File: src/rtl/alarm_pkg.sv
// Shared types, limits and BCD helpers for the alarm controller.
package alarm_pkg;

    typedef enum logic [1:0] {
        IDLE   = 2'd0,
        RING   = 2'd1,
        SNOOZE = 2'd2
    } state_t;

    localparam int MIN_MAX    = 59;
    localparam int HOUR_MAX   = 23;
    localparam int RING_CNT_W = 8;

    function automatic logic [6:0] bcd_to_bin(input logic [3:0] d1, input logic [3:0] d0);
        return ({3'b000, d1} * 7'd10) + {3'b000, d0};
    endfunction

    function automatic logic [7:0] bin_to_bcd(input logic [6:0] v);
        return {4'(v / 7'd10), 4'(v % 7'd10)};
    endfunction

    // Minute digits step 00..59 and wrap without carry.
    function automatic logic [7:0] bcd_inc_min(input logic [3:0] d1, input logic [3:0] d0);
        logic [7:0] r;
        if (bcd_to_bin(d1, d0) >= 7'(MIN_MAX)) begin
            r = 8'h00;
        end else if (d0 == 4'd9) begin
            r = {d1 + 4'd1, 4'd0};
        end else begin
            r = {d1, d0 + 4'd1};
        end
        return r;
    endfunction

    function automatic logic [7:0] bcd_inc_hour(input logic [3:0] d1, input logic [3:0] d0);
        logic [7:0] r;
        if (bcd_to_bin(d1, d0) >= 7'(HOUR_MAX)) begin
            r = 8'h00;
        end else if (d0 == 4'd9) begin
            r = {d1 + 4'd1, 4'd0};
        end else begin
            r = {d1, d0 + 4'd1};
        end
        return r;
    endfunction

endpackage

File: src/rtl/alarm_ctrl_bcd_time_add.sv
// Combinational BCD hh:mm + ADD_MIN minutes, carrying into hours and wrapping at 24h.
module bcd_time_add
    import alarm_pkg::*;
#(
    parameter int ADD_MIN = 5
) (
    input  logic [3:0] h1,
    input  logic [3:0] h0,
    input  logic [3:0] m1,
    input  logic [3:0] m0,
    output logic [3:0] sum_h1,
    output logic [3:0] sum_h0,
    output logic [3:0] sum_m1,
    output logic [3:0] sum_m0
);

    logic [6:0] m_sum_s;
    logic [6:0] m_wrap_s;
    logic [6:0] h_sum_s;
    logic [6:0] h_wrap_s;
    logic       carry_s;

    // Binary add of minutes, then carry and hour wrap, then back to BCD.
    always_comb begin
        m_sum_s = bcd_to_bin(m1, m0) + 7'(ADD_MIN);
        if (m_sum_s > 7'(MIN_MAX)) begin
            m_wrap_s = m_sum_s - 7'(MIN_MAX + 1);
            carry_s  = 1'b1;
        end else begin
            m_wrap_s = m_sum_s;
            carry_s  = 1'b0;
        end
        h_sum_s = bcd_to_bin(h1, h0) + {6'b000000, carry_s};
        if (h_sum_s > 7'(HOUR_MAX)) begin
            h_wrap_s = h_sum_s - 7'(HOUR_MAX + 1);
        end else begin
            h_wrap_s = h_sum_s;
        end
        {sum_h1, sum_h0} = bin_to_bcd(h_wrap_s);
        {sum_m1, sum_m0} = bin_to_bcd(m_wrap_s);
    end

endmodule

File: src/rtl/alarm_ctrl.sv
// Alarm controller: alarm edit counters, match detection, ring/snooze FSM, beeper enable.
// Optional hourly chime is built when ALARM_HOURLY_CHIME_EN is defined.
module alarm_ctrl
    import alarm_pkg::*;
#(
    parameter int RING_SEC   = 60,
    parameter int SNOOZE_MIN = 5
) (
    input  logic       clk,
    input  logic       rst,
    input  logic       tick_1hz,
    input  logic [3:0] cur_h1,
    input  logic [3:0] cur_h0,
    input  logic [3:0] cur_m1,
    input  logic [3:0] cur_m0,
    input  logic [3:0] cur_s1,
    input  logic [3:0] cur_s0,
    input  logic       set_en,
    input  logic       inc_min,
    input  logic       inc_hour,
    input  logic       alarm_on,
    input  logic       stop,
    input  logic       snooze,
    output logic [3:0] alm_h1,
    output logic [3:0] alm_h0,
    output logic [3:0] alm_m1,
    output logic [3:0] alm_m0,
    output logic       bee_en,
    output logic       ringing,
    output logic       snoozed,
    output logic       chime
);

    state_t                  state_r, state_next_s;
    logic [RING_CNT_W-1:0]   ring_cnt_r, ring_cnt_next_s;
    logic [7:0]              alm_h_r, alm_m_r, alm_h_next_s, alm_m_next_s;
    logic [7:0]              snz_h_r, snz_m_r;
    logic [15:0]             cur_hm_s, tgt_hm_s;
    logic                    match_now_s, match_prev_r, trigger_s, snz_load_s;
    logic [3:0]              snz_h1_s, snz_h0_s, snz_m1_s, snz_m0_s;
    logic                    chime_r, chime_next_s;
    logic                    ringing_r, snoozed_r, bee_en_r;

    bcd_time_add #(.ADD_MIN(SNOOZE_MIN)) u_snz_add (
        .h1     (cur_h1),
        .h0     (cur_h0),
        .m1     (cur_m1),
        .m0     (cur_m0),
        .sum_h1 (snz_h1_s),
        .sum_h0 (snz_h0_s),
        .sum_m1 (snz_m1_s),
        .sum_m0 (snz_m0_s)
    );

    // Alarm edit: pulses honoured only in edit mode, both may apply together.
    always_comb begin
        alm_h_next_s = alm_h_r;
        alm_m_next_s = alm_m_r;
        if (set_en) begin
            if (inc_min) begin
                alm_m_next_s = bcd_inc_min(alm_m_r[7:4], alm_m_r[3:0]);
            end else begin
                alm_m_next_s = alm_m_r;
            end
            if (inc_hour) begin
                alm_h_next_s = bcd_inc_hour(alm_h_r[7:4], alm_h_r[3:0]);
            end else begin
                alm_h_next_s = alm_h_r;
            end
        end else begin
            alm_h_next_s = alm_h_r;
            alm_m_next_s = alm_m_r;
        end
    end

    // Match against the active target; edge-detect so each matching minute fires once.
    always_comb begin
        cur_hm_s = {cur_h1, cur_h0, cur_m1, cur_m0};
        if (state_r == SNOOZE) begin
            tgt_hm_s = {snz_h_r, snz_m_r};
        end else begin
            tgt_hm_s = {alm_h_r, alm_m_r};
        end
        match_now_s = (cur_hm_s == tgt_hm_s) && (cur_s1 == 4'd0) && (cur_s0 == 4'd0);
        trigger_s   = match_now_s && !match_prev_r;
    end

    // FSM next state; exit priority in RING is alarm_on=0 > stop > snooze > timeout.
    always_comb begin
        state_next_s    = state_r;
        ring_cnt_next_s = ring_cnt_r;
        snz_load_s      = 1'b0;
        case (state_r)
            IDLE: begin
                if (trigger_s && alarm_on && !set_en) begin
                    state_next_s    = RING;
                    ring_cnt_next_s = '0;
                end else begin
                    state_next_s = IDLE;
                end
            end
            RING: begin
                if (!alarm_on || stop) begin
                    state_next_s = IDLE;
                end else if (snooze) begin
                    state_next_s = SNOOZE;
                    snz_load_s   = 1'b1;
                end else if (tick_1hz) begin
                    if (ring_cnt_r == RING_CNT_W'(RING_SEC - 1)) begin
                        state_next_s = IDLE;
                    end else begin
                        ring_cnt_next_s = ring_cnt_r + RING_CNT_W'(1);
                    end
                end else begin
                    state_next_s = RING;
                end
            end
            SNOOZE: begin
                if (!alarm_on || stop) begin
                    state_next_s = IDLE;
                end else if (trigger_s) begin
                    state_next_s    = RING;
                    ring_cnt_next_s = '0;
                end else begin
                    state_next_s = SNOOZE;
                end
            end
            default: begin
                state_next_s    = IDLE;
                ring_cnt_next_s = '0;
            end
        endcase
    end

`ifdef ALARM_HOURLY_CHIME_EN
    logic top_hour_s, top_hour_prev_r;

    // Chime on the rising edge of mm:ss==00:00 while armed and idle; drop on tick or state exit.
    always_comb begin
        top_hour_s = ({cur_m1, cur_m0, cur_s1, cur_s0} == 16'h0000);
        if (state_next_s != IDLE) begin
            chime_next_s = 1'b0;
        end else if (state_r == IDLE && alarm_on && top_hour_s && !top_hour_prev_r) begin
            chime_next_s = 1'b1;
        end else if (tick_1hz) begin
            chime_next_s = 1'b0;
        end else begin
            chime_next_s = chime_r;
        end
    end

    // Top-of-hour history for edge detection.
    always_ff @(posedge clk or posedge rst) begin
        if (rst) begin
            top_hour_prev_r <= 1'b0;
        end else begin
            top_hour_prev_r <= top_hour_s;
        end
    end
`else
    // Chime feature not built.
    always_comb begin
        chime_next_s = 1'b0;
    end
`endif

    // State, counters, targets and registered outputs.
    always_ff @(posedge clk or posedge rst) begin
        if (rst) begin
            state_r      <= IDLE;
            ring_cnt_r   <= '0;
            alm_h_r      <= 8'h00;
            alm_m_r      <= 8'h00;
            snz_h_r      <= 8'h00;
            snz_m_r      <= 8'h00;
            match_prev_r <= 1'b0;
            chime_r      <= 1'b0;
            ringing_r    <= 1'b0;
            snoozed_r    <= 1'b0;
            bee_en_r     <= 1'b0;
        end else begin
            state_r      <= state_next_s;
            ring_cnt_r   <= ring_cnt_next_s;
            alm_h_r      <= alm_h_next_s;
            alm_m_r      <= alm_m_next_s;
            match_prev_r <= match_now_s;
            chime_r      <= chime_next_s;
            ringing_r    <= (state_next_s == RING);
            snoozed_r    <= (state_next_s == SNOOZE);
            bee_en_r     <= (state_next_s == RING) || chime_next_s;
            if (snz_load_s) begin
                snz_h_r <= {snz_h1_s, snz_h0_s};
                snz_m_r <= {snz_m1_s, snz_m0_s};
            end else begin
                snz_h_r <= snz_h_r;
                snz_m_r <= snz_m_r;
            end
        end
    end

    assign {alm_h1, alm_h0} = alm_h_r;
    assign {alm_m1, alm_m0} = alm_m_r;
    assign bee_en  = bee_en_r;
    assign ringing = ringing_r;
    assign snoozed = snoozed_r;
    assign chime   = chime_r;

endmodule

File: config.mk
export PLATFORM = sky130hd
export DESIGN_NAME = alarm_ctrl
export DESIGN_NICKNAME = d
export VERILOG_FILES = /design/src/rtl/alarm_pkg.sv /design/src/rtl/alarm_ctrl_bcd_time_add.sv /design/src/rtl/alarm_ctrl.sv
export SDC_FILE = /design/constraint.sdc
export NUM_CORES = 1
export LEC_CHECK = 0
export ABC_AREA = 1
export CORE_MARGIN = 8
export CORE_UTILIZATION = 50
export CTS_CLUSTER_DIAMETER = 200
export DETAILED_ROUTE_END_ITERATION = 16
export DONT_BUFFER_PORTS = 1
export SLEW_MARGIN = 10
export SYNTH_ARGS = -nofsm -noshare
export SYNTH_HDL_FRONTEND = slang
export SYNTH_SLANG_ARGS = --single-unit
File: constraint.sdc
create_clock -name clk -period 3.25 [get_ports clk]
set_input_delay 0.8125 -clock clk [delete_from_list [all_inputs] [get_ports clk]]
set_output_delay 0.8125 -clock clk [all_outputs]
set_load 0.1 [all_outputs]
**Word level (Yosys, flattened, before mapping)**

Index checks and enable logic that the tools add are counted.

- Add/sub/neg operators: 13
- $mul: 4
- Div/mod/pow operators: 4
- $lt $le $gt $ge: 4
- Equal/unequal tests: 15
- Multiplexer cells: 27
- Reduce and logical (&&, ||, !) cells: 19

Operators with widths:

| cell | number |
|---|---|
| $mux W8 | 11 |
| $add A7 B4 Y7 | 4 |
| $mul A4 B3 Y6 const B | 4 |
| $pmux W8 S3 | 1 |
| $add A4 B1 Y4 const B | 4 |
| $eq A16 B16 Y1 | 1 |
| $mux W16 | 1 |
| $div A7 B4 Y7 const B | 2 |
| $mod A7 B4 Y7 const B | 2 |
| $mux W7 | 2 |
| $ne A2 B2 Y1 const B | 7 |
| $mux W2 | 6 |
| $add A8 B1 Y8 const B | 1 |
| $eq A4 B4 Y1 const B | 2 |
| $eq A8 B6 Y1 const B | 1 |
| $logic_not A4 Y1 | 2 |
| $add A7 B1 Y7 | 1 |
| $add A7 B3 Y7 const B | 1 |
| $ge A7 B5 Y1 const B | 1 |
| $ge A7 B6 Y1 const B | 1 |
| $gt A7 B5 Y1 const B | 1 |
| $gt A7 B6 Y1 const B | 1 |
| $reduce_and A7 Y1 | 1 |
| $sub A7 B5 Y7 const B | 1 |
| other kinds (12) | 27 |

- Flip-flop bits (word level): 45
- Input bits: 33
- Output and inout port bits: 20
- Logic and storage cells: 97

**Longest topological paths before layout**

- Depth after elaboration: 11
- Mapped depth: 46
- Depth with buffers taken out: 46

**Cells and area by module**

Synthesis repeated with hierarchy kept, for this count alone.

- Cells, all modules: 719
- Area, all modules: 5073.6 µm²

Modules (own cells, without submodules):

| module | instances | cells an instance | area an instance (µm²) | sequential area each (µm²) |
|---|---|---|---|---|
| alarm_ctrl | 1 | 420 | 3214.3 | 1126.1 |
| bcd_time_add | 1 | 299 | 1859.3 | 0.0 |

**Worst setup path after synthesis**

Ideal clock, no wire load.

- Kind: input to register
- Start point: input port cur_m1[0]
- End point: register snz_h_r[1]
- Library setup time: 120 ps
- Arrival: 5563 ps
- Data required time: 3130 ps
- Slack: -2433 ps
- Stages: 43
- Buffers on the path: 0
- Cell sequence: ha_1 > ha_1 > inv_1 > fa_1 > xor2_1 > inv_2 > ha_1 > nand2_1 > nand2_1 > nor2_1 > nand2_2 > nand2_4 > ha_1 > fa_1 > nand2_1 > nand3b_1 > nand2_1 > inv_1 > (+7 left out) > nand3_2 > nand2_4 > nand2_2 > nand2_1 > nand2_2 > inv_2 > nand2_2 > nand2_2 > nand2_1 > nand2_1 > inv_2 > ha_1 > inv_1 > nand3_2 > nand3_2 > nand2_2 > nand2_1 > o21ai_2

- Longest elaborated chain between the ends: 9
- Elaborated cells on any way between the ends: 10
- Classes of those cells: add/sub (4); mul (1); div (1); order compare (2); mux (2)

RTL lines:

| element | line | text |
|---|---|---|
| start: declaration | alarm_ctrl.sv:14 | `input logic [3:0] cur_m1,` |
| $mul A4 B3 Y6 (*) | alarm_pkg.sv:15 | `return ({3'b000, d1} * 7'd10) + {3'b000, d0};` |
| $add A7 B4 Y7 (*) | alarm_pkg.sv:15 |  |
| $add A7 B3 Y7 (*) | alarm_ctrl_bcd_time_add.sv:25 | `m_sum_s = bcd_to_bin(m1, m0) + 7'(ADD_MIN);` |
| $gt A7 B6 Y1 (*) | alarm_ctrl_bcd_time_add.sv:26 | `if (m_sum_s > 7'(MIN_MAX)) begin` |
| $mux W1 (*) | alarm_ctrl_bcd_time_add.sv:26 |  |
| $add A7 B1 Y7 (*) | alarm_ctrl_bcd_time_add.sv:33 | `h_sum_s = bcd_to_bin(h1, h0) + {6'b000000, carry_s};` |
| $sub A7 B5 Y7 or $gt A7 B5 Y1 (tied branches) | alarm_ctrl_bcd_time_add.sv:35, alarm_ctrl_bcd_time_add.sv:34 |  |
| $mux W7 (*) | alarm_ctrl_bcd_time_add.sv:34 | `if (h_sum_s > 7'(HOUR_MAX)) begin` |
| $mod A7 B4 Y7 (*) | alarm_pkg.sv:19 | `return {4'(v / 7'd10), 4'(v % 7'd10)};` |
| end signal: assignment | alarm_ctrl.sv:192 | `snz_h_r <= {snz_h1_s, snz_h0_s};` |
| end signal: assignment | alarm_ctrl.sv:195 | `snz_h_r <= snz_h_r;` |
| end: declaration | alarm_ctrl.sv:37 | `logic [7:0] snz_h_r, snz_m_r;` |

Every way passes the cells marked *; elsewhere a longest branch is shown, timed or not.
A chain may end at the register's enable or synchronous reset.

**Worst setup path after layout**

- Start point: input port cur_m1[1]
- End point: register snz_h_r[1]

Same word-level chain as after synthesis.

==> impl_metrics.env <==
export IMPL_synth_compound_area_share_pct=10.7
export IMPL_ir_drop_v=0.000675
export IMPL_clock_path_buffers=2
export IMPL_synth_largest_area_cell="dfrtp_1"
export IMPL_p_int_uw=2530
export IMPL_grt_pass1_vias=4325
export IMPL_clk_latency_ns=0.30
export IMPL_dr_total_vias=4482
export IMPL_vias_per_cell=5.13
export IMPL_hp_class="in2async"
export IMPL_dr_pass1_iters=5
export IMPL_drtAntennaViolNets=0
export IMPL_area_delta_synth_final_pct=29.5
export IMPL_cpPeakStageDelay_ns=0.48
export IMPL_core_area_um2=9150
export IMPL_synth_mux_area_share_pct=0.428
export IMPL_syn_nets=746
export IMPL_run_status="finished, violations left"
export IMPL_netSwitchingFraction_pct=53.4
export IMPL_p_leak_uw=0.00320
export IMPL_dp_cells=845
export IMPL_crit_top_cell="nand2_2"
export IMPL_cts_buffers=5
export IMPL_seq_area_frac_synth_pct=24.1
export IMPL_stdcell_area_um2=6050
export IMPL_routed_wirelength_mm=11.6
export IMPL_cp_data_required_time_ns=3.44
export IMPL_synth_area_top_cells="dfrtp_1, nand2_1, ha_1, inv_1, nand3_1"
export IMPL_grt_remaining_overflow=0
export IMPL_max_freq_mhz=202
export IMPL_power_density_nw_per_um2=898
export IMPL_placedInstanceArea_um2=5550
export IMPL_pwr_share_clk_pct=6.4
export IMPL_initial_core_util_pct=51.1
export IMPL_critPathKind="in2reg"
export IMPL_dieArea_um2=12700
export IMPL_skew_ns=0.00441
export IMPL_synth_top_area_share_pct=24.1
export IMPL_syn_cell_area_um2=4670
export IMPL_cts_max_level=2
export IMPL_worst_setup_path_end_kind="flip-flop"
export IMPL_hold_slack_ns=0.411
export IMPL_cp_max_fo=5
export IMPL_dp_slack_ns=-2.16
export IMPL_relSlewSlack_pct=37.7
export IMPL_cp_arrival_ns=5.15
export IMPL_yosys_area_share_adder_pct=15.2
export IMPL_period_share_pct=152
export IMPL_async_flop_share_pct=100
export IMPL_p_switching_uw=2900
export IMPL_root_buffer="clkbuf_8"
export IMPL_wl_per_cell_um=13.3
export IMPL_grt_max_degree=28
export IMPL_grtUsageTotal_pct=18.3
export IMPL_drt_initial_drc_count=216
export IMPL_yosysWarnings=0
export IMPL_die_y_um=113
export IMPL_yosys_register_bits=45
export IMPL_violations="setup timing"
export IMPL_start_kind="primary input"
export IMPL_synth_simple_gate_area_share_pct=33.2
export IMPL_grt_use_met3_pct=2.72
export IMPL_synth_ff_type="dfrtp_1"
export IMPL_synth_xor_area_share_pct=6.93
export IMPL_finalMaxSlewViolations=0
export IMPL_drive_above_1_share_pct=30.3
export IMPL_setup_viol=13
export IMPL_nets=846
export IMPL_worstMarginPinSlew_ns=0.937
export IMPL_p_seq_share_pct=13.1
export IMPL_p_total_uw=5430
export IMPL_grt_busiest_layer="met2"
export IMPL_die_w_um=113
export IMPL_antenna_found_initial=0
export IMPL_setup_ws_ns=-1.70
export IMPL_hold_viol=0
export IMPL_fillerInstances=802
export IMPL_finalNonFillerCells=873
export IMPL_grt_pass1_wl_mm=19.7
export IMPL_cts_tree="yes"
export IMPL_netlist_instances=661
export IMPL_place_congestion=0.861
export IMPL_rsz0062_at_grt="true"
export IMPL_ys_types=49
export IMPL_drv_cap=0
export IMPL_p_comb_share_pct=80.5
export IMPL_pin_count=53
export IMPL_use_met1_pct=23.4
export IMPL_placementRows=35
export IMPL_diodes=0
export IMPL_synth_edf_count=0
export IMPL_io_buffer_count=0
export IMPL_gr_usage_met2_pct=32.0
export IMPL_cts_sinks=45
export IMPL_hpwl_mm=9.37
export IMPL_path_clk_slew_ns=0.08
export IMPL_finalCriticalPeriod_ns=4.95
export IMPL_critPathSlowestCell="fa_1"
export IMPL_drc=0
export IMPL_synthesis_area_per_instance_um2=7.07
export IMPL_synth_top_family_by_area="simple AND/OR/NAND/NOR gates"
==> state kept, by name (all words and copies together) (netlist names) <==
register	cells
alm_h_r	8
alm_m_r	8
ring_cnt_r	8
snz_h_r	8
snz_m_r	8
state_r	2
bee_en	1
match_prev_r	1
snoozed	1
==> critical path: cells and delay by family <==
kind / cells / cell delay [ns]
fa+ha+maj: 7 / 1.63
buf+inv: 5 / 0.38
compound gates: 2 / 0.15
simple gates: 26 / 2.16
==> through the flow <==
| step | utilization (%) | TNS, ns |
|---|---|---|
| after global placement | 60.7 | -16.95 |
| after detailed placement | 60.7 | -18.02 |
| after floorplan | - | -14.45 |
| after global routing | 66.1 | -16.71 |
| final | 66.1 | -13.07 |
| after CTS | 64.3 | -12.43 |
==> synthesized netlist by cell type, drive strengths merged (4+ instances only) <==
cell      n
ha       44
dfrtp    45
nor2     46
nand3    57
o22ai     6
nand3b    5
nor4      4
fa        8
a31oi     6
a21oi    17
xnor2    12
or2       4
buf       4
o21ai    45
o211ai    4
inv     105
nand4    17
xor2     22
nand2   187
nor3      6
==> cell usage in the layout, fill, tap and decap left out, types with 4 or more instances in the layout <==
master	n
a21oi_1	15
a31oi_1	6
buf_4	97
clkbuf_8	5
dfrtp_1	44
fa_1	6
ha_1	30
ha_4	14
inv_1	84
inv_2	16
inv_4	4
nand2_1	135
nand2_2	42
nand2_4	9
nand3_1	46
nand3_2	6
nand3_4	5
nand3b_1	5
nand4_1	16
nor2_1	38
nor2_2	4
nor2_4	4
nor3_1	4
nor4_1	4
o21ai_0	32
o21ai_1	9
o22ai_1	6
xnor2_1	11
xor2_1	20
==> cells by family after synthesis <==
| group | after synthesis |
|---|---|
| AO/OA/AOI/OAI | 85 |
| XOR/XNOR | 34 |
| adder cells (fa/ha/maj) | 52 |
| buffers and inverters | 113 |
| flip-flops | 45 |
| multiplexers | 2 |
| other | 1 |
| AND/OR/NAND/NOR | 329 |
==> layer usage <==
layer	up-vias	wire length (µm)
met4	0	87
met1	2081	5350
met5	-	0
met3	5	409
li1	2347	-
met2	49	5790
==> power groups by stage <==
stage          combinational, µW  clock [µW]  sequential, µW
2_1_floorplan               2030           0            1340
3_5_place_dp                3660           0             725
4_1_cts                     4050         355             714
5_1_grt                     4810         376             728
6_report                    4370         346             713
3_3_place_gp                3580           0             722
==> worst paths after layout <==
kind	startpoint	end	cells after the start	slack (ns)
setup / recovery	cur_m1[1]	snz_h_r[1]$_DFFE_PP0P_	40	-1.70
hold / removal	rst	snoozed$_DFF_PP0_	1	0.41
setup reg to reg	alm_h_r[5]$_DFFE_PP0P_	alm_h_r[4]$_DFFE_PP0P_	12	0.35
hold reg to reg	snz_m_r[3]$_DFFE_PP0P_	snz_m_r[3]$_DFFE_PP0P_	2	0.48
max in group asynchronous	rst	snz_h_r[7]$_DFFE_PP0P_	2	2.12
min in group clk	snz_m_r[3]$_DFFE_PP0P_	snz_m_r[3]$_DFFE_PP0P_	2	0.48
==> cell type report <==
cell class	count	area (µm²)	share of cell area (%)
multi-input combinational	503	3540	58.5
tap	111	139	2.29
sequential	45	1130	18.6
inverter	107	412	6.80
clock buffer	7	76.3	1.26
clock inverter	1	7.51	0.124
timing repair buffer	99	751	12.4
==> what timing repair did <==
| item | 4_1_cts | 5_1_grt |
|---|---|---|
| gates resized for setup | 40 | 28 |
| buffers inserted | 14 | 8 |
| hold buffers | 0 | 0 |
| endpoints found under the setup margin | 12 | 14 |
| pin swaps | 40 | 15 |
(Power assumes the default switching activity.)
